<file path="src/rtl/ad_capture_if.sv">
// ad_capture_if: control, ADC, FIFO write-port and status signals of the
// acquisition sequencer. master = sequencer side, slave = environment side.
interface ad_capture_if #(
   parameter int CNT_W  = 16,
   parameter int MISS_W = 8
);
   logic              i_run;
   logic              i_outmode;
   logic              i_intrig;
   logic              i_outtrig;
   logic [CNT_W-1:0]  i_delay;
   logic [CNT_W-1:0]  i_count;
   logic [2:0]        i_rate;
   logic [7:0]        i_ad_data;
   logic              i_fifo_full;
   logic              o_fifo_wr;
   logic [15:0]       o_fifo_data;
   logic              o_busy;
   logic              o_done;
   logic              o_overrun;
   logic [MISS_W-1:0] o_trig_miss;

   modport master (
      input  i_run, i_outmode, i_intrig, i_outtrig, i_delay, i_count, i_rate,
             i_ad_data, i_fifo_full,
      output o_fifo_wr, o_fifo_data, o_busy, o_done, o_overrun, o_trig_miss
   );

   modport slave (
      output i_run, i_outmode, i_intrig, i_outtrig, i_delay, i_count, i_rate,
             i_ad_data, i_fifo_full,
      input  o_fifo_wr, o_fifo_data, o_busy, o_done, o_overrun, o_trig_miss
   );
endinterface

</file>
<file path="src/rtl/ad_capture_ctrl.sv">
// ad_capture_ctrl: triggered acquisition sequencer in the ADC clock domain.
// Waits a latched delay after a trigger edge, then captures decimated ADC
// bytes, packs them in pairs and writes them to the AD-to-Ethernet FIFO.
//
// state   | meaning
// IDLE    | waiting for an accepted trigger edge
// DELAY   | counting down the latched trigger-to-capture delay
// CAPTURE | sampling ad_q every 2^rate clocks, writing each completed pair
// LAST    | final word is on the FIFO port
// DONE    | one-cycle completion pulse, busy still high
module ad_capture_ctrl #(
   parameter int CNT_W  = 16,
   parameter int MISS_W = 8
) (
   input logic          clk_ad_180M,
   input logic          i_rst_n,
   ad_capture_if.master bus
);
   localparam logic [2:0] ST_IDLE    = 3'd0;
   localparam logic [2:0] ST_DELAY   = 3'd1;
   localparam logic [2:0] ST_CAPTURE = 3'd2;
   localparam logic [2:0] ST_LAST    = 3'd3;
   localparam logic [2:0] ST_DONE    = 3'd4;

   logic [1:0]        run_ff;
   logic [1:0]        mode_ff;
   logic [1:0]        intrig_ff;
   logic [1:0]        outtrig_ff;
   logic              run_s;
   logic              trig_sel;
   logic              trig_q;
   logic              trig_edge;
   logic              accept;
   logic [7:0]        ad_q;
   logic [2:0]        state;
   logic [CNT_W-1:0]  dcnt;
   logic [CNT_W-1:0]  bcnt;
   logic [2:0]        rate_q;
   logic [7:0]        dec_cnt;
   logic [7:0]        dec_reload;
   logic              even_k;
   logic [7:0]        low_byte;
   logic              wr_q;
   logic [15:0]       data_q;
   logic              overrun_q;
   logic [MISS_W-1:0] miss_q;

   assign run_s      = run_ff[1];
   assign trig_sel   = mode_ff[1] ? outtrig_ff[1] : intrig_ff[1];
   assign trig_edge  = trig_sel & ~trig_q;
   assign accept     = trig_edge & run_s & (state == ST_IDLE);
   // interval between samples minus one; rate 7 gives 127, fits 8 bits
   assign dec_reload = 8'((9'd1 << rate_q) - 9'd1);

   // two-flop synchronisers for the slow-domain control and trigger levels
   always_ff @(posedge clk_ad_180M or negedge i_rst_n) begin
      if (!i_rst_n) begin
         run_ff     <= '0;
         mode_ff    <= '0;
         intrig_ff  <= '0;
         outtrig_ff <= '0;
      end else begin
         run_ff     <= {run_ff[0], bus.i_run};
         mode_ff    <= {mode_ff[0], bus.i_outmode};
         intrig_ff  <= {intrig_ff[0], bus.i_intrig};
         outtrig_ff <= {outtrig_ff[0], bus.i_outtrig};
      end
   end

   // ADC byte register and trigger edge-detect history
   always_ff @(posedge clk_ad_180M or negedge i_rst_n) begin
      if (!i_rst_n) begin
         ad_q   <= '0;
         trig_q <= 1'b0;
      end else begin
         ad_q   <= bus.i_ad_data;
         trig_q <= trig_sel;
      end
   end

   // sequencer: delay countdown, decimated sampling and byte-pair packing
   always_ff @(posedge clk_ad_180M or negedge i_rst_n) begin
      if (!i_rst_n) begin
         state    <= ST_IDLE;
         dcnt     <= '0;
         bcnt     <= '0;
         rate_q   <= '0;
         dec_cnt  <= '0;
         even_k   <= 1'b1;
         low_byte <= '0;
         wr_q     <= 1'b0;
         data_q   <= '0;
      end else begin
         wr_q <= 1'b0;
         if (state != ST_IDLE && !run_s) begin
            // abort drops any half-built word and skips the done pulse
            state <= ST_IDLE;
         end else begin
            case (state)
               ST_IDLE: begin
                  if (accept) begin
                     rate_q  <= bus.i_rate;
                     bcnt    <= bus.i_count;
                     dcnt    <= bus.i_delay - CNT_W'(1);
                     dec_cnt <= '0;
                     even_k  <= 1'b1;
                     if (bus.i_count == '0)
                        state <= ST_DONE;
                     else if (bus.i_delay == '0)
                        state <= ST_CAPTURE;
                     else
                        state <= ST_DELAY;
                  end
               end
               ST_DELAY: begin
                  if (dcnt == '0)
                     state <= ST_CAPTURE;
                  else
                     dcnt <= dcnt - CNT_W'(1);
               end
               ST_CAPTURE: begin
                  if (dec_cnt == 8'd0) begin
                     dec_cnt <= dec_reload;
                     bcnt    <= bcnt - CNT_W'(1);
                     even_k  <= ~even_k;
                     if (even_k) begin
                        low_byte <= ad_q;
                        if (bcnt == CNT_W'(1)) begin
                           wr_q   <= 1'b1;
                           data_q <= {8'h00, ad_q};
                        end
                     end else begin
                        wr_q   <= 1'b1;
                        data_q <= {ad_q, low_byte};
                     end
                     if (bcnt == CNT_W'(1))
                        state <= ST_LAST;
                  end else begin
                     dec_cnt <= dec_cnt - 8'd1;
                  end
               end
               ST_LAST: state <= ST_DONE;
               ST_DONE: state <= ST_IDLE;
               default: state <= ST_IDLE;
            endcase
         end
      end
   end

   // sticky overrun, cleared only when a new capture is accepted
   always_ff @(posedge clk_ad_180M or negedge i_rst_n) begin
      if (!i_rst_n)
         overrun_q <= 1'b0;
      else if (accept)
         overrun_q <= 1'b0;
      else if (wr_q && bus.i_fifo_full)
         overrun_q <= 1'b1;
   end

   // saturating count of edges that arrive while a capture is in progress
   always_ff @(posedge clk_ad_180M or negedge i_rst_n) begin
      if (!i_rst_n)
         miss_q <= '0;
      else if (trig_edge && run_s && state != ST_IDLE && miss_q != '1)
         miss_q <= miss_q + MISS_W'(1);
   end

   // full is sampled in the write cycle itself so no word is lost silently
   assign bus.o_fifo_wr   = wr_q & ~bus.i_fifo_full;
   assign bus.o_fifo_data = data_q;
   assign bus.o_busy      = (state != ST_IDLE);
   assign bus.o_done      = (state == ST_DONE);
   assign bus.o_overrun   = overrun_q;
   assign bus.o_trig_miss = miss_q;
endmodule
</file>
<file path="src/flat_wrapper.sv">
// flat-port wrapper written by rule: the top's interface ports become plain ports
module ad_capture_ctrl_flat 
#(
   parameter int CNT_W  = 16,
   parameter int MISS_W = 8
)
  (clk_ad_180M, i_rst_n, bus_i_run, bus_i_outmode, bus_i_intrig, bus_i_outtrig, bus_i_delay, bus_i_count, bus_i_rate, bus_i_ad_data, bus_i_fifo_full, bus_o_fifo_wr, bus_o_fifo_data, bus_o_busy, bus_o_done, bus_o_overrun, bus_o_trig_miss);
  ad_capture_if #(.CNT_W(CNT_W), .MISS_W(MISS_W)) bus_i ();
  input logic clk_ad_180M;
  input logic i_rst_n;
  input wire logic [$bits(bus_i.i_run)-1:0] bus_i_run;
  input wire logic [$bits(bus_i.i_outmode)-1:0] bus_i_outmode;
  input wire logic [$bits(bus_i.i_intrig)-1:0] bus_i_intrig;
  input wire logic [$bits(bus_i.i_outtrig)-1:0] bus_i_outtrig;
  input wire logic [$bits(bus_i.i_delay)-1:0] bus_i_delay;
  input wire logic [$bits(bus_i.i_count)-1:0] bus_i_count;
  input wire logic [$bits(bus_i.i_rate)-1:0] bus_i_rate;
  input wire logic [$bits(bus_i.i_ad_data)-1:0] bus_i_ad_data;
  input wire logic [$bits(bus_i.i_fifo_full)-1:0] bus_i_fifo_full;
  output wire logic [$bits(bus_i.o_fifo_wr)-1:0] bus_o_fifo_wr;
  output wire logic [$bits(bus_i.o_fifo_data)-1:0] bus_o_fifo_data;
  output wire logic [$bits(bus_i.o_busy)-1:0] bus_o_busy;
  output wire logic [$bits(bus_i.o_done)-1:0] bus_o_done;
  output wire logic [$bits(bus_i.o_overrun)-1:0] bus_o_overrun;
  output wire logic [$bits(bus_i.o_trig_miss)-1:0] bus_o_trig_miss;
  assign bus_i.i_run = bus_i_run;
  assign bus_i.i_outmode = bus_i_outmode;
  assign bus_i.i_intrig = bus_i_intrig;
  assign bus_i.i_outtrig = bus_i_outtrig;
  assign bus_i.i_delay = bus_i_delay;
  assign bus_i.i_count = bus_i_count;
  assign bus_i.i_rate = bus_i_rate;
  assign bus_i.i_ad_data = bus_i_ad_data;
  assign bus_i.i_fifo_full = bus_i_fifo_full;
  assign bus_o_fifo_wr = bus_i.o_fifo_wr;
  assign bus_o_fifo_data = bus_i.o_fifo_data;
  assign bus_o_busy = bus_i.o_busy;
  assign bus_o_done = bus_i.o_done;
  assign bus_o_overrun = bus_i.o_overrun;
  assign bus_o_trig_miss = bus_i.o_trig_miss;
  ad_capture_ctrl #(.CNT_W(CNT_W), .MISS_W(MISS_W)) u_core (.clk_ad_180M(clk_ad_180M), .i_rst_n(i_rst_n), .bus(bus_i));
endmodule
</file>
<file path="config.mk">
export PLATFORM = sky130hd
export DESIGN_NAME = ad_capture_ctrl_flat
export DESIGN_NICKNAME = d
export VERILOG_FILES = /design/src/rtl/ad_capture_if.sv /design/src/rtl/ad_capture_ctrl.sv /design/src/flat_wrapper.sv
export SDC_FILE = /design/constraint.sdc
export NUM_CORES = 1
export LEC_CHECK = 0
export BUFFER_PORTS_ARGS = -buffer_cell sky130_fd_sc_hd__buf_2
export CORE_UTILIZATION = 50
export DETAILED_ROUTE_END_ITERATION = 12
export PLACE_DENSITY = 0.71
export SLEW_MARGIN = 20
export SYNTH_ARGS = -nofsm -noshare
export SYNTH_HDL_FRONTEND = slang
export SYNTH_SLANG_ARGS = --single-unit
</file>
<file path="constraint.sdc">
create_clock -name clk_ad_180M -period 3.56 [get_ports clk_ad_180M]
set_input_delay 0.356 -clock clk_ad_180M [delete_from_list [all_inputs] [get_ports clk_ad_180M]]
set_output_delay 0.356 -clock clk_ad_180M [all_outputs]
set_load 0.1 [all_outputs]
</file>
-- Yosys cells after proc, flatten, opt, wreduce, memory -nomap -nowiden
Index checks and enable logic that the tools add are counted.
Widths: inputs -> output; s select.
- flip-flop bits (word level): 98
- word-level logic and storage cells: 98
- output and inout port bits: 28
- eq/ne operators: 14
- reduce and logical (&&, ||, !) cells: 22
- add/subtract/negate cells: 6
- bitwise logic cells: 8
- mux-type cells: 30
- shifts and indexed selects: 1
- operators with widths (operator ; count):
    $mux 16 ; 6
    $pmux 16 s2 ; 2
    $logic_not 16->1 ; 3
    $sub 16x1->16 const B ; 3
    $reduce_and 4->1 ; 5
    $mux 3 ; 6
    $eq 16x1->1 const B ; 1
    $mux 8 ; 2
    $pmux 8 s2 ; 1
    $sub 8x1->8 const B ; 2
    $pmux 3 s4 ; 1
    $mux 1 ; 10
    $ne 3x1->1 const B ; 3
    $add 8x1->8 const B ; 1
    $logic_not 8->1 ; 1
    $ne 8x8->1 const B ; 1
    $shl 1x3->8 const A ; 1
    $eq 3x2->1 const B ; 2
    $reduce_and 3->1 ; 2
    $reduce_bool 2->1 ; 3
    $logic_and 1x1->1 ; 5
    $and 1x1->1 ; 4
    $ne 2x1->1 const B ; 2
    $ne 2x2->1 const B ; 2
    9 further kinds ; 12

-- Logic depth before layout (Yosys ltp)
- depth after elaboration: 7
- depth in mapped cells: 12

-- Worst setup path before layout
OpenSTA, ideal clock, no wires.
- path type: register to output
- start point: register u_core.state[1]
- end point: output port bus_o_done
- data required time: 3.204 ns
- arrival time: 2.840 ns
- path slack: 0.364 ns
- cell stages (with the launch flop): 3
- cells stage by stage: dfrtp_1 -> clkbuf_1 -> nor3b_1
- word-level cells in the longest chain between the ends: 1
- RTL lines (item ; RTL line ; text):
    start, declared ; ad_capture_ctrl.sv:35 ; logic [2:0] state;
    start signal, assigned ; ad_capture_ctrl.sv:84 ; state <= ST_IDLE;
    start signal, assigned ; ad_capture_ctrl.sv:97 ; state <= ST_IDLE;
    start signal, assigned ; ad_capture_ctrl.sv:108 ; state <= ST_DONE;
    $eq 3x3->1 ; ad_capture_ctrl.sv:172 ; assign bus.o_done = (state == ST_DONE);
    end, declared ; flat_wrapper.sv:23 ; output wire logic [$bits(bus_i.o_done)-1:0] bus_o_done;
No other way between the ends.

-- Final worst setup path
- start point: register u_core.state[1]
- end point: register u_core.dcnt[13]
- word-level cells in the longest chain between the ends: 4
- RTL lines (item ; RTL line ; text):
    $logic_not 3->1 / $reduce_bool 3->1 (equally long branches) ; ad_capture_ctrl.sv:51, ad_capture_ctrl.sv:99, ad_capture_ctrl.sv:95 ;
    $and 1x1->1 / $logic_and 1x1->1 (equally long branches) ; ad_capture_ctrl.sv:51, ad_capture_ctrl.sv:95 ;
    $ne 2x1->1 (no line) / $not 1->1 (equally long branches) ; -- ;
    $reduce_and 4->1 (no line) ; -- ;
    end signal, assigned ; ad_capture_ctrl.sv:104 ; dcnt <= bus.i_delay - CNT_W'(1);
    end signal, assigned ; ad_capture_ctrl.sv:119 ; dcnt <= dcnt - CNT_W'(1);
    end, declared ; ad_capture_ctrl.sv:36 ; logic [CNT_W-1:0] dcnt;
Parallel ways exist; a longest one is shown, timed or not.
A chain may end at the register's enable or synchronous reset.

==> results.toml <==
[status]
outcome = "finished, violations left"
failed_checks = "negative hold slack"

[floorplan]
rows = 37
die_w_um = 105
die_height_um = 105
start_util_pct = 51.4
die-area_mm2 = 0.0110
io_pins = 78
coreArea_mm2 = 0.0103

[setup_path]
critPathMaxFanout = 38
cpMaxStageDelayCell = "or3b_4"
arrival_ps = 3180
crit_chain = "or3b_4 -> nor4_2 -> o22ai_2 -> or4_1 -> a32o_1 -> nor4_1"
cpPeakStageDelay_ps = 640
cp.required_ps = 3840
reg2reg_depth = 6
crit_path_start_kind = "flip-flop"
critical_path_class = "reg2reg"
end_kind = "flip-flop"

[pwr]
p_clk_share_pct = 15.5
leakage_nw = 2.68
peakVddDrop_uv = 312
p_seq_share_pct = 37.7
p_sw_share_pct = 49.3
comb_power_share_pct = 46.8
p_int_mw = 2.55
power.density_mw_per_mm2 = 833
power.net_switching_mw = 2.48

[final_layout]
nNetsFinal = 696
area_growth_pct = 13.7
antennaDiodeCount = 0
drive_above_1_share_pct = 20.3
fin_area_mm2 = 0.00604

[sta]
finalSetupViolCount = 0
worst_pin_slew_ps = 845
fin_crit_sh_pct = 81.4
tns_ps = 0
period_minus_slack_ps = 2900
relSlewSlack_pct = 43.5
finClkSkew_ps = 7.87
holdWs_ps = -26.9
final_max_slew_viol_count = 0
clock.fmax_ghz = 0.345
hold_viol_final = 6
rsz0062_at_grt = "no"

[routing]
post_drt_wl_per_cell_um = 15.4
drt_iter0_markers = 214
postRouteAntennaNets = 0
drt_wl_total_um = 12000
viasPerCell = 5.87
drcViolationCount = 0
num_vias = 4587
first_pass_iters = 4

[place]
placement.cell_area_mm2 = 0.00582
place.gp.congestion = 0.845
port_buffers = 77
dp_hpwl_um = 8600

[clocking]
htree_levels = 3
cts-root-buf = "clkbuf_8"
clkSinkCount = 98
path_clk_slew_ps = 110
clock_latency_ps = 370
cts_tree = "done"
cts_resized = 0
cts_setup_buffers = 0
clockBufferDepth = 2
cts_hold_buf = 0
cts_buffers = 9

[synthesis]
ys.flop_type = "dfrtp_1"
ys_seq_area_share_pct = 46.2
synthCells = 573
yosys_warnings = 0
syn-cell-area_mm2 = 0.00531
synth_edf_count = 0
ys_types = 66
syn_area_per_cell_um2 = 9.27
synth-seq-cells = 98
synth.net_count = 628
async_flop_share_pct = 100

[hold_path]
hold_path_class = "in2async"

[grt]
grt_use_total_pct = 23.3
grt_pass1_wl_um = 20700
antenna_found_initial = 0
grt_overflow_total = 0
grt_max_degree = 81
grt_pass1_vias = 4351

[flow_run]
maxCapViolations = 0
[critical path: cells and delay by family (launching register included)]
kind,cells,cell delay [ps]
AOI/OAI and AO/OA,2,470
DFF,1,530
and+or+nand+nor,4,1800
[routing by layer]
metal	track usage [%]	wire length (um)	vias to the layer above
li1	-	-	2255
met4	9.56	204	0
met2	37.1	5640	122
met5	0	0	-
met1	32.0	5580	2194
met3	3.43	616	16
[state kept, by name (all words and copies together), names as in the netlist, 8 cells and up]
signal / cells
u_core.ad_q: 8
u_core.bus.o_trig_miss: 8
u_core.bus.o_fifo_data: 16
u_core.low_byte: 8
u_core.dcnt: 16
u_core.bcnt: 16
u_core.dec_cnt: 8
[Yosys cell counts (all sizes together), types with 5 or more instances]
master	number	area share [%]
or3	13	1.5
a21oi	44	4.1
xnor2	5	0.82
clkbuf	24	1.7
o22ai	6	0.82
o21a	5	0.71
mux2i	17	3.2
nand3	8	0.75
nand4	8	0.94
nand2	53	3.7
inv	14	0.99
a22oi	6	0.85
o21ai	53	5.0
nor3	41	3.9
ha	5	1.2
nor4	16	2.6
nand2b	18	2.1
mux2	17	3.6
dfrtp	97	46
nor2b	5	0.59
buf	6	0.78
a31oi	9	1.1
nor2	40	2.8
[path summary, 6_finish.rpt]
kind                                 startpoint                   endpoint  slack, ps
min reg2reg                u_core.outtrig_ff[0]       u_core.outtrig_ff[1]        360
min in group clk_ad_180M       bus_i_ad_data[6]             u_core.ad_q[6]         80
max reg2reg                     u_core.state[1]            u_core.dcnt[13]        660
min                                     i_rst_n            u_core.dcnt[11]        -30
max                             u_core.state[1]            u_core.dcnt[13]        660
max in group asynchronous               i_rst_n  u_core.bus.o_fifo_data[2]       2880
[cells in the final DEF, fill, tap and decap left out, types with 10 or more instances in the layout]
cell,n
a21oi_1,44
buf_2,76
buf_4,10
dfrtp_1,97
inv_1,14
mux2_2,17
mux2i_1,17
nand2_1,53
nand2b_1,18
nor2_1,40
nor3_1,41
nor4_1,13
o21ai_0,52
or3_1,13
[metrics by stage]
stage / power (mW) / instances / setup slack, ps / utilization (%) / hold slack (ps)
floorplan: 3.75 / 573 / 364 / - / 60.4
global placement: 4.18 / 766 / 807 / 56.4 / 335
detailed placement: 4.26 / 766 / 670 / 56.4 / 341
CTS: 5.05 / 782 / 656 / 58.5 / 64.2
global route: 5.39 / 782 / 482 / 58.5 / 57.1
finish: 5.03 / 782 / 662 / 58.5 / -26.9
[kinds of logic (layout without fill, tap and decap cells)]
logic type      Yosys count  count (layout)  share of synthesized area, %
fa+ha+maj                 5               5                          1.18
simple gates            226             226                          22.6
compound gates          157             157                          18.2
mux                      34              34                          6.81
buf+inv                  44             117                          3.46
xor+xnor                  9               9                          1.48
flops                    98              98                          46.2
[power by group through the flow]
stage,registers (mW),clock network (mW),logic (mW)
final,1.90,0.781,2.35
after global routing,1.96,0.847,2.58
after CTS,1.89,0.799,2.36
after detailed placement,1.91,0,2.35
after global placement,1.89,0,2.29
after floorplan,2.34,0,1.41
[cell type report]
type,count,area [um^2]
Fill cell,946,4280
Sequential cell,98,2450
Clock inverter,7,92.6
Tap cell,136,170
Clock buffer,9,124
Inverter,14,52.6
Timing Repair Buffer,87,467
Multi-Input combinational cell,431,2680
Power figures use the tool's default switching activity.
